### src/rtl/hazard_ctrl.sv
// -----------------------------------------------------------------------------
// hazard_ctrl
// Stall, bubble and flush controller for the in-order pipeline. Sits beside
// ID and EX and drives the enables of PC, IF/ID and ID/EX.
//   - load-use hazard : freeze PC and IF/ID, inject LOAD_LAT bubbles into ID/EX
//   - mul/div in EX   : freeze PC, IF/ID and ID/EX while the unit is busy
//   - taken branch    : flush IF/ID and bubble ID/EX for one cycle
//   - stall_count     : saturating count of cycles with PCwrite=0
//
// Ports
//   clk, reset        rising-edge clock, synchronous active-high reset
//   id_rs1/id_rs2     source registers of the ID instruction
//   id_rs1_used/_used operand-valid flags of the ID instruction
//   ex_rd             destination register of the EX instruction
//   ex_MemRead        EX instruction is a load
//   ex_muldiv         EX instruction is a multi-cycle mul/div
//   branch_taken      EX resolved a taken branch or jump
//   PCwrite           PC enable
//   IF_IDwrite        IF/ID enable
//   ID_EXwrite        ID/EX enable (0 holds EX)
//   control_sel       1 selects zeroed control into ID/EX (bubble)
//   IF_ID_flush       clear IF/ID to a NOP at the next edge
//   stall_count       saturating count of PCwrite=0 cycles
// -----------------------------------------------------------------------------
module hazard_ctrl #(
    parameter int REG_AW     = 5,
    parameter int LOAD_LAT   = 1,
    parameter int MULDIV_LAT = 4,
    parameter int CNT_W      = 16
) (
    input  logic              clk,
    input  logic              reset,
    input  logic [REG_AW-1:0] id_rs1,
    input  logic [REG_AW-1:0] id_rs2,
    input  logic              id_rs1_used,
    input  logic              id_rs2_used,
    input  logic [REG_AW-1:0] ex_rd,
    input  logic              ex_MemRead,
    input  logic              ex_muldiv,
    input  logic              branch_taken,
    output logic              PCwrite,
    output logic              IF_IDwrite,
    output logic              ID_EXwrite,
    output logic              control_sel,
    output logic              IF_ID_flush,
    output logic [CNT_W-1:0]  stall_count
);

    localparam int MAX_LAT = (LOAD_LAT > MULDIV_LAT) ? LOAD_LAT : MULDIV_LAT;
    localparam int CW      = $clog2(MAX_LAT + 1);

    localparam logic [1:0] S_RUN     = 2'd0;
    localparam logic [1:0] S_LD      = 2'd1;
    localparam logic [1:0] S_MD_BUSY = 2'd2;
    localparam logic [1:0] S_MD_DONE = 2'd3;

    localparam logic [CNT_W-1:0] CNT_MAX = '1;

    logic [1:0]    state, next_state;
    logic [CW-1:0] cnt, next_cnt;
    logic          hazard;

    // x0 is hard-wired to zero, so a load targeting it never creates a hazard.
    assign hazard = ex_MemRead && (ex_rd != '0) &&
                    ((id_rs1_used && (ex_rd == id_rs1)) ||
                     (id_rs2_used && (ex_rd == id_rs2)));

    always_comb begin
        // NOTE: every output and next-state term gets a default first so no
        // path through the case leaves a variable unassigned (no latches).
        PCwrite     = 1'b1;
        IF_IDwrite  = 1'b1;
        ID_EXwrite  = 1'b1;
        control_sel = 1'b0;
        IF_ID_flush = 1'b0;
        next_state  = state;
        next_cnt    = cnt;

        case (state)
            S_RUN, S_MD_DONE: begin
                next_state = S_RUN;
                if (branch_taken) begin
                    IF_ID_flush = 1'b1;
                    control_sel = 1'b1;
                end else if ((state == S_RUN) && ex_muldiv && (MULDIV_LAT > 1)) begin
                    // This cycle is the first of MULDIV_LAT-1 hold cycles; the
                    // cycle after the last hold is MD_DONE. cnt counts the
                    // MD_BUSY cycles still to come after the first one.
                    PCwrite    = 1'b0;
                    IF_IDwrite = 1'b0;
                    ID_EXwrite = 1'b0;
                    if (MULDIV_LAT > 2) begin
                        next_cnt   = CW'(MULDIV_LAT - 3);
                        next_state = S_MD_BUSY;
                    end else begin
                        next_cnt   = '0;
                        next_state = S_MD_DONE;
                    end
                end else if (hazard) begin
                    PCwrite     = 1'b0;
                    IF_IDwrite  = 1'b0;
                    control_sel = 1'b1;
                    if (LOAD_LAT > 1) begin
                        next_cnt   = CW'(LOAD_LAT - 2);
                        next_state = S_LD;
                    end
                end
            end

            // EX holds a bubble here, so branch/mul-div inputs are stale.
            S_LD: begin
                PCwrite     = 1'b0;
                IF_IDwrite  = 1'b0;
                control_sel = 1'b1;
                if (cnt == '0) next_state = S_RUN;
                else           next_cnt   = cnt - CW'(1);
            end

            S_MD_BUSY: begin
                PCwrite    = 1'b0;
                IF_IDwrite = 1'b0;
                ID_EXwrite = 1'b0;
                if (cnt == '0) next_state = S_MD_DONE;
                else           next_cnt   = cnt - CW'(1);
            end

            default: next_state = S_RUN;
        endcase

        // Reset takes effect on the outputs immediately, aborting any stall.
        if (reset) begin
            PCwrite     = 1'b1;
            IF_IDwrite  = 1'b1;
            ID_EXwrite  = 1'b1;
            control_sel = 1'b0;
            IF_ID_flush = 1'b0;
        end
    end

    // NOTE: sequential state uses non-blocking assignments so every register
    // samples the pre-edge values regardless of statement order.
    always_ff @(posedge clk) begin
        if (reset) begin
            state       <= S_RUN;
            cnt         <= '0;
            stall_count <= '0;
        end else begin
            state <= next_state;
            cnt   <= next_cnt;
            if (!PCwrite && (stall_count != CNT_MAX))
                stall_count <= stall_count + CNT_W'(1);
        end
    end

endmodule

### config.mk
export PLATFORM = sky130hd
export DESIGN_NAME = hazard_ctrl
export DESIGN_NICKNAME = d
export VERILOG_FILES = /design/src/rtl/hazard_ctrl.sv
export SDC_FILE = /design/constraint.sdc
export NUM_CORES = 1
export LEC_CHECK = 0
export BUFFER_PORTS_ARGS = -buffer_cell sky130_fd_sc_hd__buf_2
export CAP_MARGIN = 20
export CORE_ASPECT_RATIO = 1.75
export CORE_MARGIN = 2
export CORE_UTILIZATION = 45
export CTS_CLUSTER_SIZE = 40
export DETAILED_ROUTE_END_ITERATION = 16
export PLACE_DENSITY_LB_ADDON = 0.1
export REMOVE_ABC_BUFFERS = 1
export SKIP_LAST_GASP = 1
export SLEW_MARGIN = 40
export SYNTH_ARGS = -nofsm -noshare
export SYNTH_HDL_FRONTEND = slang
export SYNTH_SLANG_ARGS = --single-unit
### constraint.sdc
create_clock -name clk -period 2.8 [get_ports clk]
set_input_delay 0.28 -clock clk [delete_from_list [all_inputs] [get_ports clk]]
set_output_delay 0.28 -clock clk [all_outputs]
set_load 0.02 [all_outputs]
# Yosys cells after proc, flatten, opt, wreduce, memory -nomap -nowiden
# Index checks and enable logic that the tools add are counted.
op_classes:
  n_mux: 26
  add_sub_neg: 2
  n_reduce_logical: 15
  n_eq_ne: 11
ops:
  columns: ["operator", "n"]
  rows:
  - ["$add A16 B1 Y16 const B", 1]
  - ["$ne A16 B16 Y1 const B", 1]
  - ["$mux W1", 14]
  - ["$eq A5 B5 Y1", 2]
  - ["$ne A2 B2 Y1 const B", 5]
  - ["$mux W3", 3]
  - ["$mux W2", 4]
  - ["$logic_and A1 B1 Y1", 6]
  - ["$pmux W1 S2", 3]
  - ["$pmux W2 S3", 1]
  - ["$pmux W3 S2", 1]
  - ["$reduce_bool A5 Y1", 1]
  - ["$eq A2 B2 Y1 const B", 2]
  - ["$reduce_or A2 Y1", 2]
  - ["$logic_not A3 Y1", 1]
  - ["$reduce_and A3 Y1", 1]
  - ["$sub A3 B1 Y3 const B", 1]
  - ["$eq A2 B1 Y1 const B", 1]
  - ["$logic_not A2 Y1", 1]
  - ["$reduce_and A2 Y1", 1]
  - ["$logic_not A1 Y1", 1]
  - ["$logic_or A1 B1 Y1", 1]
totals:
  ff_bits: 21
  wordCells: 57
  inputBits: 22
  output_inout_bits: 21

# Longest topological paths before layout
logic_depth:
  depth_word: 11
  ltp_mapped: 9
  ltp_nobuf: 8

# Least setup slack after synthesis
# No wires, ideal clock.
synth_timing:
  kind: "register to register"
  from: "reg stall_count[0]"
  to: "reg stall_count[14]"
  path_slack_ns: 0.784
  stages_incl_launch_ff: 10
  t_arrival_ns: 1.945
  setup_ns: 0.070
  required_ns: 2.730
  synth_period_minus_slack_ns: 2.016
  path_buffers: 1
  cell_sequence: "dfxtp_1 -> ha_1 -> nand2_1 -> nor2_1 -> and3_1 -> nor3_2 -> nand2_4 -> buf_6 -> or3_1 -> a21oi_1"
synth_via:
  elab_chain_cells: 2
  word_cells_on_any_way: 3
  cone_classes: "1 x add/sub; 1 x eq/ne; 1 x reduce/logical"
synth_rtl:
  columns: ["element", "line_no", "rtl"]
  rows:
  - ["start, declared", "46", "output logic [CNT_W-1:0] stall_count"]
  - ["start signal, assigned", "151", "stall_count <= stall_count + CNT_W'(1);"]
  - ["branches (longest 2 deep; another with $add A16 B1 Y16)", null, null]
# Parallel ways; which one is timed is not known.
# A chain may end at the register's enable or synchronous reset.

# Worst setup path in the final report
layout_timing:
  from: "reg state[0]"
  to: "out control_sel"
layout_via:
  elab_chain_cells: 6
  word_cells_on_any_way: 9
  cone_classes: "2 x eq/ne; 4 x mux; 3 x reduce/logical"
layout_rtl:
  columns: ["element", "line_no", "rtl"]
  rows:
  - ["start, declared", "59", "logic [1:0] state, next_state;"]
  - ["start signal, assigned", "148", "state <= next_state;"]
  - ["$logic_not A2 Y1", "79, 85", null]
  - ["$logic_and A1 B1 Y1", "85", "end else if ((state == S_RUN) && ex_muldiv && (MULDIV_LAT > 1)) begin"]
  - ["$mux W1", "85", null]
  - ["$mux W1", "82", "if (branch_taken) begin"]
  - ["$pmux W1 S2 *", "79", "case (state)"]
  - ["$mux W1 *", "131", "if (reset) begin"]
  - ["end, declared", "44", "output logic control_sel,"]
# Every way passes the cells marked *; elsewhere a longest branch is shown, timed or not.

==> run_results.csv <==
group,metric,value,unit
sta,period_share,78.1,%
clocking,post_cts_buffers,0,
logic_synthesis,ys_top_cells_by_count,"dfxtp_1, nor2_1, xor2_1",
worst_setup_path,reg2reg_to,"stall_count[5]",
detailed_routing,drt-met1-wl,1.05,mm
power,power-per-cell-area,442,nW/um^2
run,maxCapViolCount,0,
clocking,path_clk_slew,0.08,ns
detailed_routing,ant_nets,0,
logic_synthesis,ys_types,33,
clocking,ctsHoldBuffers,0,
worst_setup_path,worstPathMaxFanout,6,
detailed_routing,vias,1192,
detailed_routing,detail_route.first_pass.iterations,4,
final_layout,design_area,1500,sq um
floorplanning,die_x,43.6,microns
floorplanning,core_area,2660,sq um
detailed_routing,dr_wl_met2,1.73,mm
worst_setup_path,crit_type,"flip-flop to output port",
logic_synthesis,synth-seq-cells,21,
sta,tns,0,ns
sta,skew,0.00281,ns
detailed_routing,dr_wl_met3,63,microns
worst_hold_path,holdCritPathClass,"primary input to flip-flop",
clocking,h-tree-depth,1,
clocking,cts_tree,"built",
placement,gp_congestion,0.737,
logic_synthesis,synth_top_cell_by_area,"dfxtp_1",
logic_synthesis,syn_inst,149,
power,vdd_ir_drop_max,298,uV
worst_setup_path,rr_worst_depth,8,
logic_synthesis,synthFlopType,"dfxtp_1",
worst_setup_path,cp-end-kind,"output port",
worst_hold_path,hold_depth,4,
logic_synthesis,async_reset_ff_share,0,%
global_routing,grt_antenna_before_repair,0,
logic_synthesis,yosys.area.top_type_share,34.0,%
placement,hpwlAfterDp,2.30,mm
final_layout,syn_to_final_growth,21.1,%
global_routing,grt_pass1_vias,1186,
logic_synthesis,yosysSeqAreaShare,34.0,%
final_layout,antenna_cells,0,
sta,slew_headroom,67.1,%
logic_synthesis,synth-edff-count,0,
worst_setup_path,crit_required,2.52,ns
final_layout,drive_gt1_share,26.3,%
worst_setup_path,startpoint_type,"flip-flop",
sta,fmax,0.457,GHz
placement,io_buffers,42,
floorplanning,die-area,3200,sq um
global_routing,grt_max_degree,27,
global_routing,grtUsageTotal,19.9,%
floorplanning,start_util,46.4,%
final_layout,fin_nets,219,
clocking,cts_resized,0,
worst_setup_path,arrival,1.91,ns
clocking,clk-insertion-delay-late,0.26,ns
sta,slew_violations,0,
sta,setup_viol_count_final,0,
logic_synthesis,syn-cell-area,1230,sq um
power,p_leak,0.664,nW
floorplanning,row_count,25,
clocking,clkSinkCount,21,
sta,fin_crit,2.19,ns
worst_hold_path,hp-start,"branch_taken",
global_routing,grt_pass1_wl,4.91,mm
sta,hold_viol,0,
logic_synthesis,synthTopCellsByArea,"dfxtp_1, xor2_1, nor2_1",
detailed_routing,route.top_layer_used,"met4",
clocking,cts-root-buf,"clkbuf_8",
detailed_routing,drt_wl_total,2.91,mm
floorplanning,io_pins,43,
global_routing,grt-ovfl-total,0,
sta,hold_ws,0.445,ns
detailed_routing,wl_per_cell,13.4,microns
power,power,661,uW
clocking,numCtsBuffers,3,
placement,place_area,1450,sq um
sta,tightest_slew,0.493,ns
detailed_routing,drt-initial-drc-count,18,
worst_setup_path,rrSetupSlack,0.64,ns
sta,rsz0062_at_grt,"no",
logic_synthesis,yosysWarnings,0,
clocking,cts_max_path_buffers,2,
detailed_routing,drc,0,
worst_setup_path,rr_startpoint,"stall_count[0]",
floorplanning,die-height,73.3,microns
worst_hold_path,hold-path-endpoint,"state[1]",
status,status,"completed",
logic_synthesis,synth.avg_cell_area,8.29,sq um
detailed_routing,post_drt_via_cell_ratio,5.49,
==> area by class of cell <==
class                           count  area (sq um)
Clock buffer                        3          41.3
Clock inverter                      1          5.00
Fill cell                         261          1160
Inverter                            6          22.5
Multi-Input combinational cell    117           762
Sequential cell                    21           420
Tap cell                           27          33.8
Timing Repair Buffer               42           210
==> cell families (layout without fill, tap and decap cells) <==
| logic type | Yosys count | count (layout) | synth area share [%] |
|---|---|---|---|
| and+or+nand+nor | 65 | 65 | 28.2 |
| AOI/OAI and AO/OA | 26 | 26 | 13.2 |
| DFF | 21 | 21 | 34.0 |
| xor gates and xnor gates | 19 | 19 | 13.5 |
| buffers and inverters | 11 | 52 | 4.26 |
| adders and majority gates | 6 | 6 | 6.08 |
| muxes | 1 | 1 | 0.811 |
==> flip-flops by register name, summed over array words and instances, names as in the netlist <==
signal / flops
cnt: 3
state: 2
stall_count: 16
==> routing by layer <==
layer  track usage (%)  up-vias
met5                 0        -
met4              9.09        0
met3              2.70        6
met2              40.4       19
met1              18.2      564
li1                  -      603
==> report_power, final <==
| group | total [mW] | internal [mW] | switching (mW) |
|---|---|---|---|
| Clock | 0.203 | 0.0993 | 0.104 |
| Sequential | 0.313 | 0.307 | 0.00639 |
| Combinational | 0.144 | 0.0538 | 0.0906 |
==> critical path, cell delays in order, from the launching register on <==
cell and delay [ns]:
dfxtp_1 0.34, inv_1 0.08, ha_1 0.38, nor2b_1 0.31, nor2_1 0.07, a211oi_1 0.26
buf_2 0.21
==> cell usage in the layout (no fill, tap or decap), types with 3 or more instances in the layout <==
cell type  count
and3_1         5
nand2_1        7
dfxtp_1       21
nand4_1        6
a21oi_1       11
nor2b_1        4
o31ai_1        4
xor2_1        17
buf_2         42
ha_1           6
a211oi_1       3
inv_1          6
o21ai_1        5
or4_1          3
clkbuf_8       3
nand3_1        7
nor2_1        21
==> how the worst max path moves through the flow <==
stage	start	to	cells past startpoint
5_1_grt	state[0]	ID_EXwrite	6
3_5_place_dp	ex_rd[4]	stall_count[5]	8
3_3_place_gp	ex_rd[4]	stall_count[5]	8
2_1_floorplan	stall_count[0]	stall_count[6]	8
4_1_cts	state[0]	control_sel	6
6_report	state[0]	control_sel	6
==> through the flow <==
step / utilization [%] / setup slack (ns) / cells
3_5_place_dp: 54.5 / 0.645 / 213
4_1_cts: 56.2 / 0.619 / 217
2_1_floorplan: - / 0.804 / 144
6_report: 56.2 / 0.612 / 217
3_3_place_gp: 54.5 / 0.710 / 213
5_1_grt: 56.2 / 0.498 / 217
No activity file was read; power rests on OpenSTA's default activity.
